<file path="src/rtl/xbus_arbiter_pkg.sv">
// Shared xbus definitions: default bus widths (`ADDR_W, `DATA_W) and the arbiter state encoding.
`ifndef XDEFS_VH
`define XDEFS_VH
`define ADDR_W 12
`define DATA_W 32
`endif

package xbus_arbiter_pkg;

  typedef enum logic [1:0] {
    IDLE   = 2'd0,
    ACCESS = 2'd1,
    RESP   = 2'd2
  } xbus_state_e;

endpackage

</file>
<file path="src/rtl/xbus_arb_pick.sv">
// Combinational winner selection between the two masters.
// XBUS_ARB_RR_EN: round-robin on ties; otherwise fixed priority with the CPU (m0) first.
module xbus_arb_pick (
  input  logic [1:0] m_req,
  input  logic       last_owner,
  output logic       winner
);

`ifdef XBUS_ARB_RR_EN
  // On a tie the master that did not own the bus last wins
  always_comb begin
    winner = 1'b0;
    case (m_req)
      2'b01:   winner = 1'b0;
      2'b10:   winner = 1'b1;
      2'b11:   winner = ~last_owner;
      default: winner = 1'b0;
    endcase
  end
`else
  logic unused_last_owner_s;
  assign unused_last_owner_s = last_owner;

  // Fixed priority: m0 wins every tie
  always_comb begin
    winner = 1'b0;
    case (m_req)
      2'b01:   winner = 1'b0;
      2'b10:   winner = 1'b1;
      2'b11:   winner = 1'b0;
      default: winner = 1'b0;
    endcase
  end
`endif

endmodule

</file>
<file path="src/rtl/xbus_arbiter.sv">
// Two-master arbiter driving one shared decoder bus through IDLE -> ACCESS -> RESP.
// Define XBUS_ARB_RR_EN for round-robin arbitration; the default build uses fixed priority.
module xbus_arbiter
  import xbus_arbiter_pkg::*;
#(
  parameter int ADDR_W   = `ADDR_W,
  parameter int DATA_W   = `DATA_W,
  parameter int LOCK_MAX = 16
) (
  input  logic              clk,
  input  logic              rst,
  input  logic [1:0]        m_req,
  input  logic [1:0]        m_lock,
  input  logic [ADDR_W-1:0] m0_addr,
  input  logic              m0_we,
  input  logic [DATA_W-1:0] m0_wdata,
  input  logic [ADDR_W-1:0] m1_addr,
  input  logic              m1_we,
  input  logic [DATA_W-1:0] m1_wdata,
  output logic [1:0]        m_gnt,
  output logic [1:0]        m_ack,
  output logic [1:0]        m_err,
  output logic [DATA_W-1:0] m_rdata,
  output logic              s_sel,
  output logic              s_we,
  output logic [ADDR_W-1:0] s_addr,
  output logic [DATA_W-1:0] s_wdata,
  input  logic [DATA_W-1:0] s_rdata,
  input  logic              s_trap
);

  localparam logic [7:0] LOCK_LIM = 8'(LOCK_MAX - 1);

  xbus_state_e       state_r, state_nxt_s;
  logic              owner_r;
  logic              last_owner_r;
  logic [7:0]        lock_cnt_r;
  logic [DATA_W-1:0] rdata_r;
  logic              trap_r;
  logic              winner_s;
  logic              lock_go_s;

  xbus_arb_pick u_pick (
    .m_req      (m_req),
    .last_owner (last_owner_r),
    .winner     (winner_s)
  );

  // Owner keeps the bus only while it still locks, requests and has budget left
  assign lock_go_s = m_lock[owner_r] & m_req[owner_r] & (lock_cnt_r < LOCK_LIM);

  // Next-state decode
  always_comb begin
    state_nxt_s = state_r;
    case (state_r)
      IDLE: begin
        if (m_req != 2'b00) state_nxt_s = ACCESS;
        else                state_nxt_s = IDLE;
      end
      ACCESS: state_nxt_s = RESP;
      RESP: begin
        if (lock_go_s) state_nxt_s = ACCESS;
        else           state_nxt_s = IDLE;
      end
      default: state_nxt_s = IDLE;
    endcase
  end

  // State, ownership, lock budget and captured decoder response
  always_ff @(posedge clk or posedge rst) begin
    if (rst) begin
      state_r      <= IDLE;
      owner_r      <= 1'b0;
      last_owner_r <= 1'b1;
      lock_cnt_r   <= 8'd0;
      rdata_r      <= '0;
      trap_r       <= 1'b0;
    end else begin
      state_r <= state_nxt_s;
      case (state_r)
        IDLE: begin
          if (m_req != 2'b00) owner_r <= winner_s;
        end
        ACCESS: begin
          rdata_r <= s_rdata;
          trap_r  <= s_trap;
        end
        RESP: begin
          if (lock_go_s) begin
            lock_cnt_r <= lock_cnt_r + 8'd1;
          end else begin
            lock_cnt_r   <= 8'd0;
            last_owner_r <= owner_r;
          end
        end
        default: lock_cnt_r <= 8'd0;
      endcase
    end
  end

  // Bus and master-side outputs decoded from the current state and owner
  always_comb begin
    m_gnt   = 2'b00;
    m_ack   = 2'b00;
    m_err   = 2'b00;
    m_rdata = '0;
    s_sel   = 1'b0;
    s_we    = 1'b0;
    s_addr  = '0;
    s_wdata = '0;
    case (state_r)
      ACCESS: begin
        m_gnt[owner_r] = 1'b1;
        s_sel          = 1'b1;
        if (owner_r) begin
          s_we    = m1_we;
          s_addr  = m1_addr;
          s_wdata = m1_wdata;
        end else begin
          s_we    = m0_we;
          s_addr  = m0_addr;
          s_wdata = m0_wdata;
        end
      end
      RESP: begin
        m_gnt[owner_r] = 1'b1;
        m_rdata        = rdata_r;
        if (trap_r) m_err[owner_r] = 1'b1;
        else        m_ack[owner_r] = 1'b1;
      end
      default: m_gnt = 2'b00;
    endcase
  end

endmodule

</file>
<file path="config.mk">
export PLATFORM = sky130hd
export DESIGN_NAME = xbus_arbiter
export DESIGN_NICKNAME = d
export VERILOG_FILES = /design/src/rtl/xbus_arbiter_pkg.sv /design/src/rtl/xbus_arb_pick.sv /design/src/rtl/xbus_arbiter.sv
export SDC_FILE = /design/constraint.sdc
export NUM_CORES = 1
export LEC_CHECK = 0
export CAP_MARGIN = 0
export CORE_UTILIZATION = 34
export DETAILED_ROUTE_END_ITERATION = 10
export GPL_ROUTABILITY_DRIVEN = 0
export PLACE_DENSITY = 0.81
export SYNTH_ARGS = -nofsm -noshare
export SYNTH_HDL_FRONTEND = slang
export SYNTH_SLANG_ARGS = --single-unit
</file>
<file path="constraint.sdc">
create_clock -name clk -period 2.4 [get_ports clk]
set_input_delay 0.24 -clock clk [delete_from_list [all_inputs] [get_ports clk]]
set_output_delay 0.24 -clock clk [all_outputs]
set_load 0.1 [all_outputs]
</file>
Yosys cells after proc, flatten, opt, wreduce, memory -nomap -nowiden
Cells that the tools add are included.
Operators by class
  add/subtract/negate cells: 1
  order comparisons: 3
  equality and inequality tests: 3
  mux-type cells: 25
  bitwise logic cells: 2
  reductions and logical operators: 6
Operators with widths (number)
  $mux 32: 3
  $mux 12: 2
  $pmux 8 s2: 1
  $mux 1: 11
  $mux 2: 5
  $add 8x1->8 const B: 1
  $lt 8x4->1 const B: 1
  $mux 8: 1
  $pmux 2 s3: 1
  $eq 2x2->1 const B: 2
  $reduce_or 2->1: 2
  $and 1x1->1: 2
  $eq 2x1->1 const B: 1
  $logic_not 2->1: 1
  $lt 1x2->1 const B: 1
  $reduce_and 2->1: 1
  $reduce_bool 2->1: 1
  $demux 1 s1: 1
  $ge 1x1->1 const B: 1
  $logic_and 1x1->1: 1
Word-level totals
  bits in registers: 44
  bits of input ports: 129
  output and inout bits: 84
  word-level logic and storage cells: 45

Depth between registers and ports, before layout
Gate-level depths: netlist of the first run.
  word-level depth: 6
  gate-level depth with buffers: 8

Modules after synthesis
A second synthesis of the first run with hierarchy kept.
Unflattened totals
  cells, all modules: 271
  area, all modules: 2875.3 µm²
By module, submodules not included
  xbus_arbiter: times used 1, cells each 270, area an instance 2861.5 µm², sequential area each 1127.3 µm²
  xbus_arb_pick: times used 1, cells each 1, area an instance 13.8 µm², sequential area each 0.0 µm²

Worst setup path before layout of the first run
No wires, ideal clock.
  path type: flip-flop to output port
  start: register state_r[1]
  end: output s_addr[0]
  arrival time: 3.426 ns
  setup slack: -1.266 ns
  cell stages (with the launch flop): 7
  buffers on the path: 3
  path through: dfrtp_1 > inv_1 > ha_1 > buf_6 > clkbuf_1 > clkbuf_1 > nor2b_1
On the way
  cells in the longest elaborated chain, start to end: 2
Ends and longest elaborated chain
  start, declared: line xbus_arbiter.sv:34  | xbus_state_e state_r, state_nxt_s;
  start signal, assigned: line xbus_arbiter.sv:79  | state_r <= state_nxt_s;
  $eq 2x1->1: line xbus_arbiter.sv:111  | case (state_r)
  $mux 12: line xbus_arbiter.sv:111
  end, declared: line xbus_arbiter.sv:26  | output logic [ADDR_W-1:0] s_addr,
Every way passes these cells.

Worst setup path in the final report of the first run
  start: register owner_r
  end: output s_wdata[26]
On the way
  cells in the longest elaborated chain, start to end: 2
Ends and longest elaborated chain
  start, declared: line xbus_arbiter.sv:35  | logic owner_r;
  start signal, assigned: line xbus_arbiter.sv:82  | if (m_req != 2'b00) owner_r <= winner_s;
  $mux 32: line xbus_arbiter.sv:115  | if (owner_r) begin
  $mux 32: line xbus_arbiter.sv:111
  end, declared: line xbus_arbiter.sv:27  | output logic [DATA_W-1:0] s_wdata,
Every way passes these cells.

==> out/qor.csv, run 1 <==
stage;metric;value;unit
outcome;status;complete, no violations;
synth;synthCells;265;
sta;layout_setup_ws;0.230;ns
clocking;cts_resized;0;
sta;period_share;90.4;%
synth;synth.avg_cell_area;10.6;sq um
sta;hold_viol_final;0;
setup_path;rrSetupSlack;0.34;ns
cells_and_area;regArea;1100;sq um
setup_path;r2r_cells;6;
sta;worst-slew-pin-transition;0.780;ns
cells_and_area;design_area;6130;sq um
setup_path;path_buf_inv;2;
cells_and_area;fin_nets;606;
setup_path;timing.rr.end;lock_cnt_r[3]$_DFFE_PP0N_;
floorplan;die_area;8630;sq um
setup_path;crit_type;flip-flop to primary output;
drt;drt_wl_total;9.73;mm
synth;synth_seq_area_share;39.2;%
floorplan;die_h;92.9;um
setup_path;cp.arrival;1.93;ns
floorplan;start_util;35.8;%
floorplan;io_pins;213;
clocking;path_clk_slew;0.08;ns
placed_design;port-buffer-count;212;
synth;synth_area;2810;sq um
setup_path;r2r_start;state_r[1]$_DFF_PP0_;
cells_and_area;antenna_cells;0;
global_routing;grt_pass1_wl;15.0;mm
global_routing;grt_max_degree;84;
global_routing;grt_pass1_vias;3057;
drt;num_vias;2787;
synth;yosysWarnings;0;
setup_path;critical_path.max_fanout;21;
global_routing;grt_use_met3;5.34;%
clocking;cts_root_buf;clkbuf_8;
drt;viasPerCell;4.85;
placed_design;placed_cell_area;6000;sq um
clocking;cts_sinks;44;
cells_and_area;final_layout_size_suffix_gt1_share;38.9;%
setup_path;cp.required;2.16;ns
clocking;cts_made_buffers;5;
clocking;cts_setup_buffers;0;
global_routing;met2_usage;43.0;%
hold_path;min_path_type;input port to async pin;
setup_path;crit_family;flip-flops;
floorplan;row_count;32;
sta;worst_hold_slack;0.315;ns
drt;wl_per_cell;16.9;um
clocking;hold_buffers;0;
sta;maxSlewViolCount;0;
placed_design;place_ws;0.354;ns
synth;synthArstFlopShare;100;%
sta;clock_skew;0.00237;ns
drt;ant_nets;0;
setup_path;cp_cell_sequence;buf_4 -> mux2i_1 -> nor2b_2 -> buf_12;
synth;yosysUniqueCellTypes;32;
setup_path;startpoint_type;flip-flop;
drt;dr.first_iter.drc_count;49;
synth;ys_seq_elements;44;
global_routing;busiest_layer;met2;
synth;synth.net_count;399;
floorplan;coreArea;7850;sq um
clocking;cts_tree;done;
global_routing;use_met1;22.7;%
clocking;htreeDepth;2;
setup_path;worst_path_largest_cell_delay;0.70;ns
sta;max-slew-margin-rel;47.7;%
sta;max_freq;0.461;GHz
drt;drt_first_pass_iters;4;
setup_path;cp-end-kind;primary output;
cells_and_area;multiInputGateArea;1740;sq um
floorplan;die_w;92.9;um
synth;synth_enable_flop_cells;0;
sta;rsz0062_at_grt;no;
job;drv_cap;0;
sta;period_minus_slack;2.17;ns
clocking;cts_buffer_depth;2;
global_routing;grt_use_total;22.6;%
global_routing;grt_antenna_before_repair;0;
clocking;clock_latency;0.29;ns
cells_and_area;n_fill_cell;483;
setup_path;critPathSlowestCell;dfrtp_2;
sta;setup_violations;0;
global_routing;grt_overflow;0;
placed_design;hpwl;8.17;mm
cells_and_area;area_delta_synth_final;118;%
drt;drc;0;
synth;synth_ff_type;dfrtp_1;
-- layout by cell type (no fill, tap or decap), drive strengths merged, types with 2 or more instances in the layout --
master / Yosys / final
clkdlybuf4s50: 0 / 128
buf: 8 / 92
nor2b: 46 / 46
mux2i: 45 / 45
dfrtp: 44 / 44
and2: 35 / 35
mux2: 33 / 33
clkbuf: 12 / 6
nand2: 5 / 5
ha: 5 / 5
a21oi: 4 / 4
o21ai: 3 / 3
nor2: 3 / 3
and3: 2 / 2
and3b: 2 / 2
inv: 3 / 2
o211ai: 2 / 2
clkinv: 0 / 2
-- synth_stat cells (2+ instances only) --
cell      number  area share, %
clkbuf_1      12            1.6
buf_2          5           0.89
nand2_1        5           0.67
buf_6          2           0.80
ha_1           5            2.2
and2_1        35            7.8
o21ai_0        3           0.53
dfrtp_1       44             39
nor2_1         3           0.40
and3_1         2           0.45
nor2b_1       46             10
mux2_2        33             13
and3b_1        2           0.62
mux2i_1       45             16
inv_1          3           0.40
a21oi_1        4           0.71
-- stage by stage --
stage	utilization [%]	TNS, ns	cells
2_1_floorplan	-	-4.52	265
6_report	78.1	0	575
4_1_cts	77.8	0	574
5_1_grt	78.1	0	575
3_5_place_dp	76.5	0	566
3_3_place_gp	76.5	0	566
-- flip-flops by register name (all words and copies together), names as in the netlist --
signal	count
lock_cnt_r	8
owner_r	1
rdata_r	32
state_r	2
trap_r	1
-- final cells by class --
class,count,area share (%)
inverters,3,0.184
clock inverters,2,0.572
flip-flops and latches,44,18.0
well taps,102,2.08
clock buffers,6,1.18
repair buffers,220,49.5
multi-input cells,198,28.5
-- cell families (layout without fill, tap and decap cells) --
group                    count (synthesis)  count (layout)  synth area share (%)
flip-flops                              44              44                  39.2
adder cells (fa/ha/maj)                  5               5                  2.23
AND/OR/NAND/NOR                        102             102                  22.4
multiplexers                            78              78                  29.3
AO/OA/AOI/OAI                           13              13                  3.12
buffers and inverters                   23             231                  3.83
-- how the worst max path moves through the flow --
stage,slack (ns),startpoint,cells after the start,to
global route,0.10,state_r[1]$_DFF_PP0_,5,s_wdata[31]
detailed placement,0.35,state_r[1]$_DFF_PP0_,4,s_addr[6]
global placement,0.41,state_r[1]$_DFF_PP0_,4,s_wdata[21]
finish,0.23,owner_r$_DFFE_PP0N_,4,s_wdata[26]
floorplan,-0.25,state_r[1]$_DFF_PP0_,6,s_addr[0]
CTS,0.03,state_r[1]$_DFF_PP0_,4,s_addr[6]
-- metal layers --
metal	vias up	share of wire, %
met5	-	0
met4	0	4.4
met3	26	7.1
met2	142	56
met1	1305	33
li1	1314	-
Power of run 1 is not shown: default switching activity piles up to over one toggle a cycle in this logic, so the estimate is an artifact.
==> run 2: changes to the inputs <==
--- a/config.mk
+++ b/config.mk
@@ -7,8 +7,10 @@
 export LEC_CHECK = 0
 export CAP_MARGIN = 0
 export CORE_UTILIZATION = 34
+export CTS_CLUSTER_DIAMETER = 50
 export DETAILED_ROUTE_END_ITERATION = 10
 export GPL_ROUTABILITY_DRIVEN = 0
+export MAX_ROUTING_LAYER = met4
 export PLACE_DENSITY = 0.81
 export SYNTH_ARGS = -nofsm -noshare
 export SYNTH_HDL_FRONTEND = slang
==> run 2 against run 1 <==
  * Cell count unchanged
  * Worst hold slack improved by 0.00073 ns
  * Cell area unchanged
  * First-iteration DRC count fell by 10%
  * Wire length up 0.34%
  * Register-to-register slack is essentially flat
  * Setup slack got worse by 0.0079 ns
  * Count of clock-buffer cells in the layout did not move
  * Global-route usage increased by 0.54 points
  * Critical path depth did not move
  * Clock skew is 0.0012 ns higher
  * Critical path type unchanged
  * Critical endpoint unchanged
  * Highest routed layer unchanged
==> out/qor.csv, run 2 (synthesized netlist as in run 1, its figures left out) <==
stage;metric;value;unit;change
outcome;status;complete, no violations;;
sta;hold_viol_final;0;;unchanged
cells_and_area;top_register;rdata_r;;
sta;max-slew-margin-rel;46.9;%;-0.82 points
cells_and_area;top_regs;rdata_r (32), lock_cnt_r (8), state_r (2);;
cells_and_area;fin_util;78.1;%;unchanged
placed_design;port-buffer-count;212;;unchanged
clocking;hold_buffers;0;;unchanged
global_routing;grt_use_total;23.1;%;+0.54 points
drt;ant_nets;0;;unchanged
global_routing;busiest_layer;met2;;
setup_path;crit_type;flip-flop to primary output;;
drt;viasPerCell;4.85;;unchanged
placed_design;placed_cell_area;6000;sq um;unchanged
cells_and_area;design_area;6130;sq um;unchanged
cells_and_area;antenna_cells;0;;unchanged
floorplan;row_count;32;;unchanged
placed_design;place_ws;0.354;ns;unchanged
setup_path;startpoint_type;flip-flop;;
setup_path;cp.arrival;1.94;ns;about the same
drt;dr.first_iter.drc_count;44;;-10%
global_routing;use_met1;23.0;%;+0.26 points
global_routing;grt_use_met3;4.35;%;-0.99 points
cells_and_area;final_cell_mix;128 x clkdlybuf4s50_1, 85 x buf_12, 45 x mux2i_1;;
clocking;path_clk_slew;0.08;ns;about the same
drt;wl_per_cell;17.0;um;+0.34%
drt;num_vias;2787;;unchanged
sta;worst-slew-pin-transition;0.792;ns;+0.0123 ns
sta;rsz0062_at_grt;no;;
clocking;cts_tree;done;;
sta;period_share;90.7;%;+0.33 points
sta;setup_violations;0;;unchanged
floorplan;coreArea;7850;sq um;unchanged
setup_path;timing.rr.end;lock_cnt_r[3]$_DFFE_PP0N_;;
setup_path;cp-end-kind;primary output;;
drt;drt_wl_total;9.77;mm;+0.34%
global_routing;grt_pass1_vias;3065;;+0.26%
setup_path;critical_path.max_fanout;21;;unchanged
sta;clock_skew;0.00359;ns;+0.00122 ns
setup_path;rrSetupSlack;0.33;ns;about the same
global_routing;met2_usage;43.1;%;+0.12 points
cells_and_area;largest_register_ffs;32;;unchanged
clocking;cts_root_buf;clkbuf_8;;
global_routing;grt_pass1_wl;15.0;mm;-0.64%
sta;maxSlewViolCount;0;;unchanged
clocking;clock_latency;0.29;ns;about the same
clocking;cts_buffer_depth;2;;unchanged
cells_and_area;final_common_cell;clkdlybuf4s50_1;;
floorplan;die_h;92.9;um;unchanged
floorplan;io_pins;213;;unchanged
placed_design;hpwl;8.17;mm;unchanged
global_routing;grt_antenna_before_repair;0;;unchanged
sta;period_minus_slack;2.18;ns;+0.00789 ns
setup_path;cp.required;2.16;ns;about the same
cells_and_area;area_delta_synth_final;118;%;unchanged
sta;max_freq;0.459;GHz;-0.36%
clocking;htreeDepth;2;;unchanged
setup_path;r2r_start;state_r[1]$_DFF_PP0_;;
floorplan;start_util;35.8;%;unchanged
clocking;cts_sinks;44;;unchanged
hold_path;min_path_type;input port to async pin;;
sta;layout_setup_ws;0.222;ns;-0.00789 ns
global_routing;grt_max_degree;84;;unchanged
clocking;cts_made_buffers;5;;unchanged
floorplan;die_w;92.9;um;unchanged
drt;drc;0;;unchanged
job;drv_cap;0;;unchanged
global_routing;grt_overflow;0;;unchanged
drt;drt_first_pass_iters;4;;unchanged
setup_path;r2r_cells;6;;unchanged
cells_and_area;fin_nets;606;;unchanged
floorplan;die_area;8630;sq um;unchanged
cells_and_area;final_layout_size_suffix_gt1_share;38.9;%;unchanged
## run 2: area by class of cell
| cell class | count | area, sq um |
|---|---|---|
| Inverter | 3 | 11.3 |
| Multi-Input combinational cell | 198 | 1740 |
| Tap cell | 102 | 128 |
| Clock buffer | 6 | 72.6 |
| Timing Repair Buffer | 220 | 3040 |
| Clock inverter | 2 | 35.0 |
| Fill cell | 483 | 1720 |
| Sequential cell | 44 | 1100 |
## run 2: per-layer routing
layer	share of wire [%]	vias up
met2	56	144
met3	6.3	26
met5	0	-
li1	-	1310
met4	4.4	0
met1	34	1307
## run 2: worst max-delay path: stages (launching register included)
cell and delay (ns):
dfrtp_2 0.70, buf_4 0.33, mux2i_1 0.34, nor2b_2 0.10, buf_12 0.18
## run 2: how the worst max path moves through the flow
stage | startpoint | to | slack [ns] | cells after the start
after floorplan | state_r[1]$_DFF_PP0_ | s_addr[0] | -0.25 | 6
after global placement | state_r[1]$_DFF_PP0_ | s_wdata[21] | 0.41 | 4
after detailed placement | state_r[1]$_DFF_PP0_ | s_addr[6] | 0.35 | 4
after CTS | state_r[1]$_DFF_PP0_ | s_addr[6] | 0.03 | 4
after global routing | state_r[1]$_DFF_PP0_ | s_wdata[10] | 0.1 | 5
final | owner_r$_DFFE_PP0N_ | s_wdata[26] | 0.22 | 4
## run 2: repair_timing
action                                  in CTS  in global routing
gates resized for setup                      0                  0
endpoints found under the setup margin       0                 45
setup buffers                                0                  1
## run 2: metrics by stage
| step | hold WS [ns] | setup TNS [ns] | instances |
|---|---|---|---|
| floorplan | 0.326 | -4.52 | 265 |
| global placement | 0.481 | 0 | 566 |
| detailed placement | 0.487 | 0 | 566 |
| CTS | 0.334 | 0 | 574 |
| global route | 0.375 | 0 | 575 |
| finish | 0.316 | 0 | 575 |
Power of run 2 is left out for the same reason.
